**config.mk**
```make
export PLATFORM = sky130hd
export DESIGN_NAME = seg7_scan_driver
export DESIGN_NICKNAME = d
export VERILOG_FILES = /design/src/rtl/seg7_scan_driver.sv
export SDC_FILE = /design/constraint.sdc
export NUM_CORES = 1
export LEC_CHECK = 0
export CORE_MARGIN = 1
export CORE_UTILIZATION = 60
export DETAILED_ROUTE_END_ITERATION = 8
export PLACE_DENSITY_LB_ADDON = 0.12
export SYNTH_ARGS = -nofsm -noshare
export SYNTH_HDL_FRONTEND = slang
export SYNTH_SLANG_ARGS = --single-unit
```
**constraint.sdc**
```tcl
create_clock -name clk -period 4.2 [get_ports clk]
set_clock_uncertainty 0.2 [all_clocks]
set_input_delay 1.05 -clock clk [delete_from_list [all_inputs] [get_ports clk]]
set_output_delay 1.05 -clock clk [all_outputs]
set_load 0.005 [all_outputs]
```
**src/rtl/seg7_scan_driver.sv**
```systemverilog
// Four-digit multiplexed seven-segment driver: converts a 13-bit binary value to BCD
// with a double-dabble FSM and scans the digits with optional leading-zero blanking.
module seg7_scan_driver #(
  parameter int REFRESH_DIV = 100000,
  parameter bit BLANK_LZ    = 1'b1
) (
  input  logic        clk,
  input  logic        rst,
  input  logic [12:0] value,
  output logic [3:0]  anode,
  output logic [6:0]  seg,
  output logic        busy
);

  localparam int CNT_W = (REFRESH_DIV > 2) ? $clog2(REFRESH_DIV) : 1;
  localparam logic [CNT_W-1:0] CNT_MAX = CNT_W'(REFRESH_DIV - 1);

  typedef enum logic [1:0] {IDLE, SHIFT, DONE} state_t;

  state_t      r_state;
  logic [28:0] r_sh;
  logic [3:0]  r_shCnt;
  logic [12:0] r_lastVal;
  logic        r_first;
  logic [15:0] r_disp;

  state_t      w_stateNext;
  logic [28:0] w_shNext;
  logic [28:0] w_adj;
  logic [3:0]  w_shCntNext;
  logic [12:0] w_lastValNext;
  logic        w_firstNext;
  logic [15:0] w_dispNext;

  logic [CNT_W-1:0] r_cnt;
  logic [1:0]       r_idx;
  logic [3:0]       r_anode;
  logic [6:0]       r_seg;

  logic [3:0]  w_anode;
  logic [3:0]  w_nib;
  logic        w_blank;
  logic [6:0]  w_seg;

  // Double-dabble correction: every BCD nibble >= 5 gets +3 before the shift.
  always_comb begin
    w_adj = r_sh;
    for (int i = 0; i < 4; i++) begin
      if (r_sh[13 + 4*i +: 4] >= 4'd5)
        w_adj[13 + 4*i +: 4] = r_sh[13 + 4*i +: 4] + 4'd3;
    end
  end

  always_comb begin
    w_stateNext   = r_state;
    w_shNext      = r_sh;
    w_shCntNext   = r_shCnt;
    w_lastValNext = r_lastVal;
    w_firstNext   = r_first;
    w_dispNext    = r_disp;
    case (r_state)
      IDLE: begin
        if ((value != r_lastVal) || r_first) begin
          w_shNext      = {16'b0, value};
          w_shCntNext   = 4'd0;
          w_lastValNext = value;
          w_firstNext   = 1'b0;
          w_stateNext   = SHIFT;
        end
      end
      SHIFT: begin
        w_shNext    = w_adj << 1;
        w_shCntNext = r_shCnt + 4'd1;
        if (r_shCnt == 4'd12) w_stateNext = DONE;
      end
      DONE: begin
        w_dispNext  = r_sh[28:13];
        w_stateNext = IDLE;
      end
      default: w_stateNext = IDLE;
    endcase
  end

  always_ff @(posedge clk) begin
    if (rst) begin
      r_state   <= IDLE;
      r_sh      <= '0;
      r_shCnt   <= '0;
      r_lastVal <= '0;
      r_first   <= 1'b1;
      r_disp    <= '0;
    end else begin
      r_state   <= w_stateNext;
      r_sh      <= w_shNext;
      r_shCnt   <= w_shCntNext;
      r_lastVal <= w_lastValNext;
      r_first   <= w_firstNext;
      r_disp    <= w_dispNext;
    end
  end

  // A digit above the ones place is blank when it and every higher digit are zero.
  always_comb begin
    w_anode = ~(4'b0001 << r_idx);
    w_nib   = r_disp[{r_idx, 2'b00} +: 4];
    w_blank = BLANK_LZ && (r_idx != 2'd0) && ((r_disp >> {r_idx, 2'b00}) == 16'd0);
    case (w_nib)
      4'd0:    w_seg = 7'b1000000;
      4'd1:    w_seg = 7'b1111001;
      4'd2:    w_seg = 7'b0100100;
      4'd3:    w_seg = 7'b0110000;
      4'd4:    w_seg = 7'b0011001;
      4'd5:    w_seg = 7'b0010010;
      4'd6:    w_seg = 7'b0000010;
      4'd7:    w_seg = 7'b1111000;
      4'd8:    w_seg = 7'b0000000;
      4'd9:    w_seg = 7'b0010000;
      default: w_seg = 7'b1111111;
    endcase
    if (w_blank) w_seg = 7'b1111111;
  end

  always_ff @(posedge clk) begin
    if (rst) begin
      r_cnt   <= '0;
      r_idx   <= 2'd0;
      r_anode <= 4'b1111;
      r_seg   <= 7'b1111111;
    end else begin
      if (r_cnt == CNT_MAX) begin
        r_cnt <= '0;
        r_idx <= r_idx + 2'd1;
      end else begin
        r_cnt <= r_cnt + 1'b1;
      end
      r_anode <= w_anode;
      r_seg   <= w_seg;
    end
  end

  assign anode = r_anode;
  assign seg   = r_seg;
  assign busy  = (r_state != IDLE);

endmodule

```
==> run_results.csv, run 1 <==
group,metric,value,unit
outcome,status,"finished clean",
cells_and_area,multi_input_area,2477,um2
clock_tree,cts_made_buffers,9,
global_route,grt_max_degree,38,
placed_design,gp_congestion,0.8383,
clock_tree,cts_root_buf,"clkbuf_8",
hold_path,hold_path_class,"flop to flop",
clock_tree,cts_resized,0,
cells_and_area,n_fill_cell,633,
power,irDropWorstVdd,0.1809,mV
worst_setup_path,start_kind,"input pin",
synth,yosysSeqAreaShare,0.4088,
synth,synth_edf_count,0,
sta,finalHoldViolCount,0,
global_route,grt_usage,0.2486,
worst_setup_path,crit_required,4.28,ns
worst_setup_path,cpPeakStageDelay,0.49,ns
die,top_level_ports,27,
worst_setup_path,crit_arrival,3.41,ns
synth,yosys_warnings,0,
sta,rsz0062_at_grt,"no",
synth,syn-cell-area,4652,um2
synth,yosys_register_bits,95,
clock_tree,clk_latency,0.36,ns
die,dieArea,8109,um2
cells_and_area,nets,610,
sta,post-route-period-util,0.7922,
drt,ant_nets,0,
cells_and_area,synthToLayoutAreaGrowth,10.33,%
placed_design,pre_cts_ws,0.5200,ns
synth,netlist_instances,560,
die,core_area,7370,um2
worst_setup_path,crit_chain,"clkdlybuf4s50_1 > xor2_1 > nor4_1 > and4_1 > buf_4 > mux2_2 > nor3_1",
power,leakagePower,1.841,nW
drt,finalWirelength,9524,um
placed_design,dp.cells,663,
job,max_cap_viol_count,0,
cells_and_area,instances_no_fill,679,
clock_tree,max-clock-path-buffers,2,
drt,drc,0,
sta,setup_ws,0.8726,ns
global_route,grt_pass1_vias,3627,
clock_tree,cts_tree,"built",
sta,min_period,3.327,ns
global_route,grt-ovfl-total,0,
global_route,grt_pass1_wl,16550,um
synth,syn_area_per_cell,8.307,um2
die,start_util,0.6312,
drt,vias_per_cell,5.744,
cells_and_area,final_core_util,0.6964,
worst_setup_path,crit_fanout,12,
worst_setup_path,crit_slowest_cell,"and4_1",
placed_design,dp_hpwl,6575,um
clock_tree,path_clk_slew,0.10,ns
clock_tree,cts_setup_buffers,0,
sta,max_slew.worst_pin.slew,1.011,ns
clock_tree,htreeDepth,3,
die,dieWidth,90.05,um
sta,timing.setup.tns,0,ns
worst_setup_path,crit_type,"input pin to flop",
sta,setup_viol,0,
power,p_per_area,325.0,nW/um2
cells_and_area,diodes,0,
synth,synthFlopType,"dfxtp_1",
sta,slew_viol_final,0,
global_route,antenna_found_initial,0,
cells_and_area,drive_gt1_frac,0.07241,
cells_and_area,seq_area,1902,um2
die,die_h,90.05,um
drt,vias,3900,
die,rows,31,
clock_tree,cts_sinks,95,
worst_setup_path,crit_path_end_kind,"flop",
clock_tree,hold_buffers,0,
synth,yosysUniqueCellTypes,45,
drt,dr.pass1.iters,7,
sta,relSlewSlack,0.3246,
synth,async_reset_ff_frac,0,
sta,fmax,300.5,MHz
drt,drt_first_iter_violations,252,
drt,wl_per_cell,14.03,um
synth,syn-num-nets,595,
placed_design,portBuffers,26,
## cell type report
type / count / area share
multi-input cells: 406 / 0.4827
flip-flops and latches: 95 / 0.3706
repair buffers: 36 / 0.06436
clock buffers: 11 / 0.02755
well taps: 99 / 0.02413
inverters: 27 / 0.01975
clock inverters: 5 / 0.01097
## critical path: cells and delay by family
family,cells,cell delay (ns)
XOR/XNOR,1,0.19
multiplexers,1,0.34
AND/OR/NAND/NOR,3,1.11
buffers and inverters,2,0.72
## cell usage after synthesis, types with 5 or more instances
library cell / n / share of area
a211oi_1: 15 / 0.024
nor2_1: 48 / 0.039
inv_1: 25 / 0.020
o21ai_0: 23 / 0.025
mux2_2: 6 / 0.015
a21oi_1: 73 / 0.079
nor3_1: 30 / 0.032
nand2_1: 62 / 0.050
nand3_1: 23 / 0.025
dfxtp_1: 95 / 0.41
ha_1: 20 / 0.054
o31ai_1: 7 / 0.011
xor2_1: 26 / 0.049
xnor2_1: 17 / 0.032
nand2b_1: 6 / 0.0081
buf_2: 5 / 0.0054
clkbuf_1: 20 / 0.016
nor4_1: 9 / 0.012
## cells by family after synthesis
| logic type | after synthesis | share of synthesized area |
|---|---|---|
| AND/OR/NAND/NOR | 198 | 0.1950 |
| AO/OA/AOI/OAI | 133 | 0.1646 |
| flip-flops | 95 | 0.4088 |
| buffers and inverters | 59 | 0.05863 |
| XOR/XNOR | 43 | 0.08096 |
| adder cells (fa/ha/maj) | 20 | 0.05379 |
| multiplexers | 12 | 0.03819 |
## per-layer routing
layer | track usage | up-vias | share of wire
met5 | 0 | - | 0
met4 | 0.09677 | 0 | 0.013
met3 | 0.02876 | 13 | 0.039
met2 | 0.4103 | 103 | 0.47
met1 | 0.3328 | 1819 | 0.48
li1 | - | 1965 | -
## registers in the layout (all words and copies together), names as in the netlist
| register | flops |
|---|---|
| anode | 4 |
| r_cnt | 17 |
| r_disp | 16 |
| r_first | 1 |
| r_idx | 2 |
| r_lastVal | 13 |
| r_sh | 29 |
| r_shCnt | 4 |
| r_state | 2 |
| seg | 7 |
## cells in the final DEF, fill, tap and decap left out, types with 3 or more instances in the layout
| cell | netlist | final |
|---|---|---|
| a211oi_1 | 15 | 15 |
| a21boi_0 | 3 | 3 |
| a21oi_1 | 73 | 73 |
| a31oi_1 | 4 | 4 |
| and2_1 | 3 | 3 |
| buf_4 | 2 | 10 |
| clkbuf_8 | 0 | 10 |
| clkdlybuf4s50_1 | 0 | 25 |
| dfxtp_1 | 95 | 95 |
| ha_1 | 20 | 20 |
| inv_1 | 25 | 25 |
| mux2_2 | 6 | 6 |
| mux4_2 | 4 | 4 |
| nand2_1 | 62 | 62 |
| nand2b_1 | 6 | 6 |
| nand3_1 | 23 | 23 |
| nand4_1 | 4 | 4 |
| nor2_1 | 48 | 48 |
| nor2b_1 | 3 | 3 |
| nor3_1 | 30 | 30 |
| nor4_1 | 9 | 9 |
| o21ai_0 | 23 | 23 |
| o31ai_1 | 7 | 7 |
| or3_1 | 3 | 3 |
| xnor2_1 | 17 | 17 |
| xor2_1 | 26 | 26 |
## metrics by stage
stage / hold WS (ns) / total power [mW] / cell area [um2]
after floorplan: 0.2175 / 1.031 / 4652
after global placement: 0.2313 / 1.075 / 4935
after detailed placement: 0.2438 / 1.079 / 4935
after CTS: 0.2575 / 1.678 / 5132
after global routing: 0.2779 / 1.732 / 5132
final: 0.2578 / 1.668 / 5132
## worst paths after layout
kind | start | to | slack (ns) | depth (start not counted)
worst max-delay path | value[12] | r_sh[3] | 0.87 | 7
worst min register to register | r_first | r_first | 0.26 | 2
worst max register to register | r_idx[0] | seg[2] | 1.23 | 7
worst min-delay path | r_first | r_first | 0.26 | 2
## report_power, final
part	internal [mW]	switching, mW	leakage [nW]
registers	0.924	0.0147	0.775
clock network	0.292	0.317	0.0997
logic	0.0517	0.0682	0.966
total	1.27	0.400	1.84
Note: power is estimated with default switching activity, not from simulation.
==> run 2: changes to the inputs <==
- CORE_UTILIZATION: 60 -> 59
- clock period: 4.2 -> 3.45 ns (I/O delays scaled with it)
==> run_results.csv, run 2 (synthesis gave the netlist of run 1 again) <==
group,metric,value,unit
worst_setup_path,start_kind,"flop",
cells_and_area,layout_common_cells,"95 x dfxtp_1, 73 x a21oi_1, 62 x nand2_1",
sta,min_period,2.861,ns
sta,relSlewSlack,0.2459,
drt,vias,3878,
power,p_total,2.001,mW
sta,rsz0062_at_grt,"no",
cells_and_area,regMostFlops,"r_sh",
worst_setup_path,r2r_start,"r_idx[0]",
sta,post-route-period-util,0.8293,
die,start_util,0.6051,
placed_design,portBuffers,26,
drt,dr.pass1.iters,4,
die,top_level_ports,27,
power,power_frac_seq,0.571,
clock_tree,path_clk_slew,0.09,ns
die,rows,32,
worst_setup_path,crit_type,"flop to output pin",
placed_design,placed_cell_area,4961,um2
sta,timing.setup.tns,0,ns
placed_design,gp_congestion,0.8135,
cells_and_area,diodes,0,
cells_and_area,nets,613,
die,core_area,7687,um2
sta,max_slew.worst_pin.slew,1.129,ns
drt,finalWirelength,9776,um
clock_tree,cts_made_buffers,9,
die,dieArea,8244,um2
drt,drt_first_iter_violations,192,
worst_setup_path,crit_path_end,"busy",
cells_and_area,largest_reg_flops,29,
job,max_cap_viol_count,0,
global_route,antenna_found_initial,0,
worst_setup_path,rr_worst_depth,7,
drt,ant_nets,0,
global_route,grt_pass1_vias,3555,
global_route,grt_max_degree,37,
clock_tree,cts_setup_buffers,0,
cells_and_area,drive_gt1_frac,0.07732,
cells_and_area,top_regs,"r_sh x29, r_cnt x17, r_disp x16",
sta,setup_viol,0,
hold_path,hold_path_class,"flop to flop",
clock_tree,cts_tree,"built",
power,irDropWorstVdd,0.2368,mV
power,switching_power,0.4846,mW
global_route,grt_usage,0.2449,
worst_setup_path,crit_arrival,1.80,ns
worst_setup_path,rrSetupSlack,0.69,ns
sta,fmax,349.5,MHz
outcome,status,"finished clean",
sta,slew_viol_final,0,
power,leakagePower,1.845,nW
power,switching_share,0.2422,
clock_tree,cts_root_buf,"clkbuf_8",
global_route,grt_pass1_wl,16350,um
clock_tree,cts_resized,0,
cells_and_area,fin_area,5147,um2
worst_setup_path,r2r-end,"seg[0]",
die,dieWidth,90.80,um
drt,drc,0,
worst_setup_path,crit_start,"r_state[1]",
die,die_h,90.80,um
power,combPwrFrac,0.074,
worst_setup_path,crit_required,2.39,ns
global_route,grt-ovfl-total,0,
clock_tree,max-clock-path-buffers,2,
cells_and_area,final_common_cell,"dfxtp_1",
placed_design,dp_hpwl,6759,um
power,p_per_area,388.8,nW/um2
worst_setup_path,crit_path_end_kind,"output pin",
worst_setup_path,crit_fanout,27,
power,p_int,1.517,mW
drt,vias_per_cell,5.670,
power,clkPwrFrac,0.355,
clock_tree,hold_buffers,0,
sta,finalHoldViolCount,0,
clock_tree,cts_sinks,95,
cells_and_area,synthToLayoutAreaGrowth,10.65,%
cells_and_area,n_fill_cell,680,
drt,wl_per_cell,14.29,um
cells_and_area,final_core_util,0.6696,
clock_tree,htreeDepth,3,
clock_tree,clk_latency,0.36,ns
-- run 2: cell types whose count changed in the layout (fill, tap and decap cells not counted), sizes merged --
cell	before	now
buf	11	14
clkbuf	11	9
clkinvlp	1	3
inv	27	26
-- run 2: power by group through the flow --
stage | clock (mW) | combinational [mW] | sequential [mW]
2_1_floorplan | 0 | 0.0910 | 1.16
3_3_place_gp | 0 | 0.143 | 1.17
3_5_place_dp | 0 | 0.147 | 1.17
4_1_cts | 0.723 | 0.148 | 1.14
5_1_grt | 0.764 | 0.165 | 1.15
6_report | 0.711 | 0.148 | 1.14
-- run 2: through the flow --
step,hold slack [ns],setup slack [ns],std cells
3_5_place_dp,0.2362,0.2956,669
4_1_cts,0.2545,0.5816,684
6_report,0.2516,0.5889,684
3_3_place_gp,0.2326,0.3843,669
2_1_floorplan,0.2175,0.7799,560
5_1_grt,0.2779,0.4917,684
-- run 2: layout make-up --
| type | instances | area, um2 | share of cell area |
|---|---|---|---|
| Sequential cell | 95 | 1902 | 0.3695 |
| Multi-Input combinational cell | 406 | 2477 | 0.4813 |
| Inverter | 27 | 101.3 | 0.01969 |
| Clock buffer | 9 | 123.9 | 0.02406 |
| Tap cell | 102 | 127.6 | 0.02479 |
| Timing Repair Buffer | 39 | 352.8 | 0.06855 |
| Clock inverter | 6 | 62.56 | 0.01215 |
-- run 2: worst min path at each step --
stage,startpoint,endpoint,depth (start not counted)
after global placement,r_cnt[0],r_cnt[0],1
after global routing,r_cnt[0],r_cnt[0],1
after detailed placement,r_cnt[0],r_cnt[0],1
final,r_cnt[0],r_cnt[0],1
after CTS,r_cnt[0],r_cnt[0],1
after floorplan,r_cnt[0],r_cnt[0],1
-- run 2: worst max-delay path: stages (launching register included) --
cell             delay (ns)
dfxtp_1                0.35
nor2_1                 0.05
buf_4                  0.18
clkinv_1               0.06
buf_4                  0.25
clkdlybuf4s50_1        0.55
-- run 2: layer usage --
| metal | wire length [um] | track usage | up-vias |
|---|---|---|---|
| met5 | 0 | 0 | - |
| met4 | 114 | 0.07540 | 0 |
| met3 | 354 | 0.03872 | 10 |
| met2 | 4605 | 0.3996 | 81 |
| met1 | 4701 | 0.3335 | 1821 |
| li1 | - | - | 1966 |
==> run 3: changes to the inputs <==
- CORE_UTILIZATION: 59 -> 54
- clock period: 3.45 -> 2.3 ns (I/O delays scaled with it)
==> run_results.csv, run 3 (synthesis gave the netlist of run 1 again) <==
group,metric,value,unit
worst_setup_path,crit_slowest_cell,"mux4_2",
worst_setup_path,crit_fanout,5,
worst_setup_path,rrSetupSlack,0.05,ns
cells_and_area,multi_input_area,2561,um2
die,core_area,8258,um2
placed_design,placed_cell_area,5238,um2
drt,vias_per_cell,5.616,
worst_setup_path,crit_type,"flop to flop",
worst_setup_path,r2r-end,"seg[2]",
hold_path,hold_path_class,"flop to flop",
worst_setup_path,start_kind,"flop",
drt,drc,0,
worst_setup_path,r2r_start,"r_idx[0]",
drt,wl_per_cell,14.65,um
hold_path,hold_start,"r_cnt[0]",
drt,vias,4066,
placed_design,portBuffers,26,
sta,min_period,2.248,ns
sta,hold_ws,0.2474,ns
sta,max_slew.worst_pin.slew,0.5300,ns
cells_and_area,final_common_cell,"dfxtp_1",
cells_and_area,largest_reg_flops,29,
worst_setup_path,crit_arrival,2.34,ns
clock_tree,cts_made_buffers,9,
clock_tree,cts_sinks,95,
clock_tree,htreeDepth,3,
global_route,grt_pass1_wl,17960,um
drt,ant_nets,0,
sta,rsz0062_at_grt,"yes",
die,die_h,94.82,um
die,dieWidth,94.82,um
sta,slew_viol_final,0,
cells_and_area,nets,649,
clock_tree,path_clk_slew,0.10,ns
clock_tree,cts_tree,"built",
worst_setup_path,crit_chain,"mux4_2 > inv_2 > ha_4 > or4b_4 > a211oi_4 > nor3_4 > o31ai_1",
placed_design,dp_hpwl,7293,um
die,rows,33,
drt,finalWirelength,10610,um
drt,drt_first_iter_violations,209,
global_route,grt_max_degree,27,
hold_path,holdPathEnd,"r_cnt[0]",
cells_and_area,top_regs,"r_sh x29, r_cnt x17, r_disp x16",
job,max_cap_viol_count,0,
worst_setup_path,cpPeakStageDelay,0.52,ns
outcome,status,"finished clean",
worst_setup_path,crit_path_end_kind,"flop",
cells_and_area,layout_common_cells,"93 x dfxtp_1, 73 x a21oi_1, 62 x nand2_1",
cells_and_area,fin_area,5573,um2
power,irDropWorstVdd,0.3724,mV
power,leakagePower,2.108,nW
drt,dr.pass1.iters,5,
placed_design,gp_congestion,0.8087,
die,dieArea,8990,um2
cells_and_area,synthToLayoutAreaGrowth,19.80,%
power,p_per_area,573.9,nW/um2
sta,setup_viol,0,
clock_tree,cts_root_buf,"clkbuf_8",
sta,fmax,444.9,MHz
worst_setup_path,rr_worst_depth,7,
cells_and_area,diodes,0,
cells_and_area,n_fill_cell,680,
sta,finalHoldViolCount,0,
global_route,grt_usage,0.2537,
global_route,grt_pass1_vias,3911,
die,top_level_ports,27,
global_route,grt-ovfl-total,0,
die,start_util,0.5633,
sta,relSlewSlack,0.6458,
clock_tree,clk_latency,0.37,ns
cells_and_area,regMostFlops,"r_sh",
sta,timing.setup.tns,0,ns
hold_path,worstHoldPathCells,1,
cells_and_area,seq_area,1907,um2
cells_and_area,drive_gt1_frac,0.1583,
worst_setup_path,crit_required,2.39,ns
global_route,antenna_found_initial,0,
sta,post-route-period-util,0.9772,
clock_tree,max-clock-path-buffers,2,
[run 3: cell count changes in the layout (fill, tap and decap cells not counted), sizes merged]
cell and delta:
dlymetal6s2s +3, bufinv +1, dlygate4sd2 +5, clkinvlp -2
inv +1, buf +36, clkdlybuf4s50 -8, clkinv +1
[run 3: power by group]
| part | internal (mW) | switching [mW] |
|---|---|---|
| Sequential | 1.69 | 0.0277 |
| Combinational | 0.116 | 0.140 |
| Clock | 0.615 | 0.614 |
| Total | 2.42 | 0.781 |
[run 3: layer usage]
metal  share of wire  track usage  vias to the layer above
met3           0.033      0.04267                        9
met5               0            0                        -
li1                -            -                     2032
met1            0.48       0.3368                     1944
met2            0.48       0.4251                       81
met4          0.0084      0.06692                        0
[run 3: worst max path at each step]
stage | slack, ns | to | startpoint | cells past startpoint
after floorplan | -0.02 | seg[2] | r_idx[0] | 8
after global placement | -0.47 | r_sh[1] | value[12] | 7
after detailed placement | -0.53 | r_sh[7] | value[12] | 7
after CTS | 0.0009 | r_sh[3] | value[10] | 7
after global routing | -0.03 | seg[3] | r_idx[0] | 7
final | 0.05 | seg[2] | r_idx[0] | 7
[run 3: final cells by class]
type,count,share of cell area
clock buffer,9,0.02223
sequential,95,0.3422
clock inverter,7,0.01706
timing repair buffer,75,0.1172
multi-input combinational,406,0.4596
inverter,27,0.01819
tap,105,0.02357
[run 3: worst max-delay path, delay by kind of cell, from the launching register on]
family | cells | cell delay [ns]
AND/OR/NAND/NOR | 2 | 0.56
multiplexers | 1 | 0.52
flip-flops | 1 | 0.37
AO/OA/AOI/OAI | 2 | 0.31
adder cells (fa/ha/maj) | 1 | 0.12
buffers and inverters | 1 | 0.10
[run 3: metrics by stage]
step / setup slack (ns) / util / instances / power [mW]
5_1_grt: -0.02923 / 0.6748 / 724 / 3.310
3_3_place_gp: -0.4680 / 0.6342 / 702 / 1.987
3_5_place_dp: -0.5333 / 0.6342 / 702 / 1.995
4_1_cts: 0.0008684 / 0.6662 / 720 / 3.204
2_1_floorplan: -0.02129 / - / 560 / 1.882
6_report: 0.05248 / 0.6748 / 724 / 3.198
[run 3: timing repair]
action                                  CTS  global route
hold buffers                              0             0
buffers inserted                          2             4
gates resized for setup                  14            13
endpoints found under the setup margin   28            25
pin swaps                                 5             5
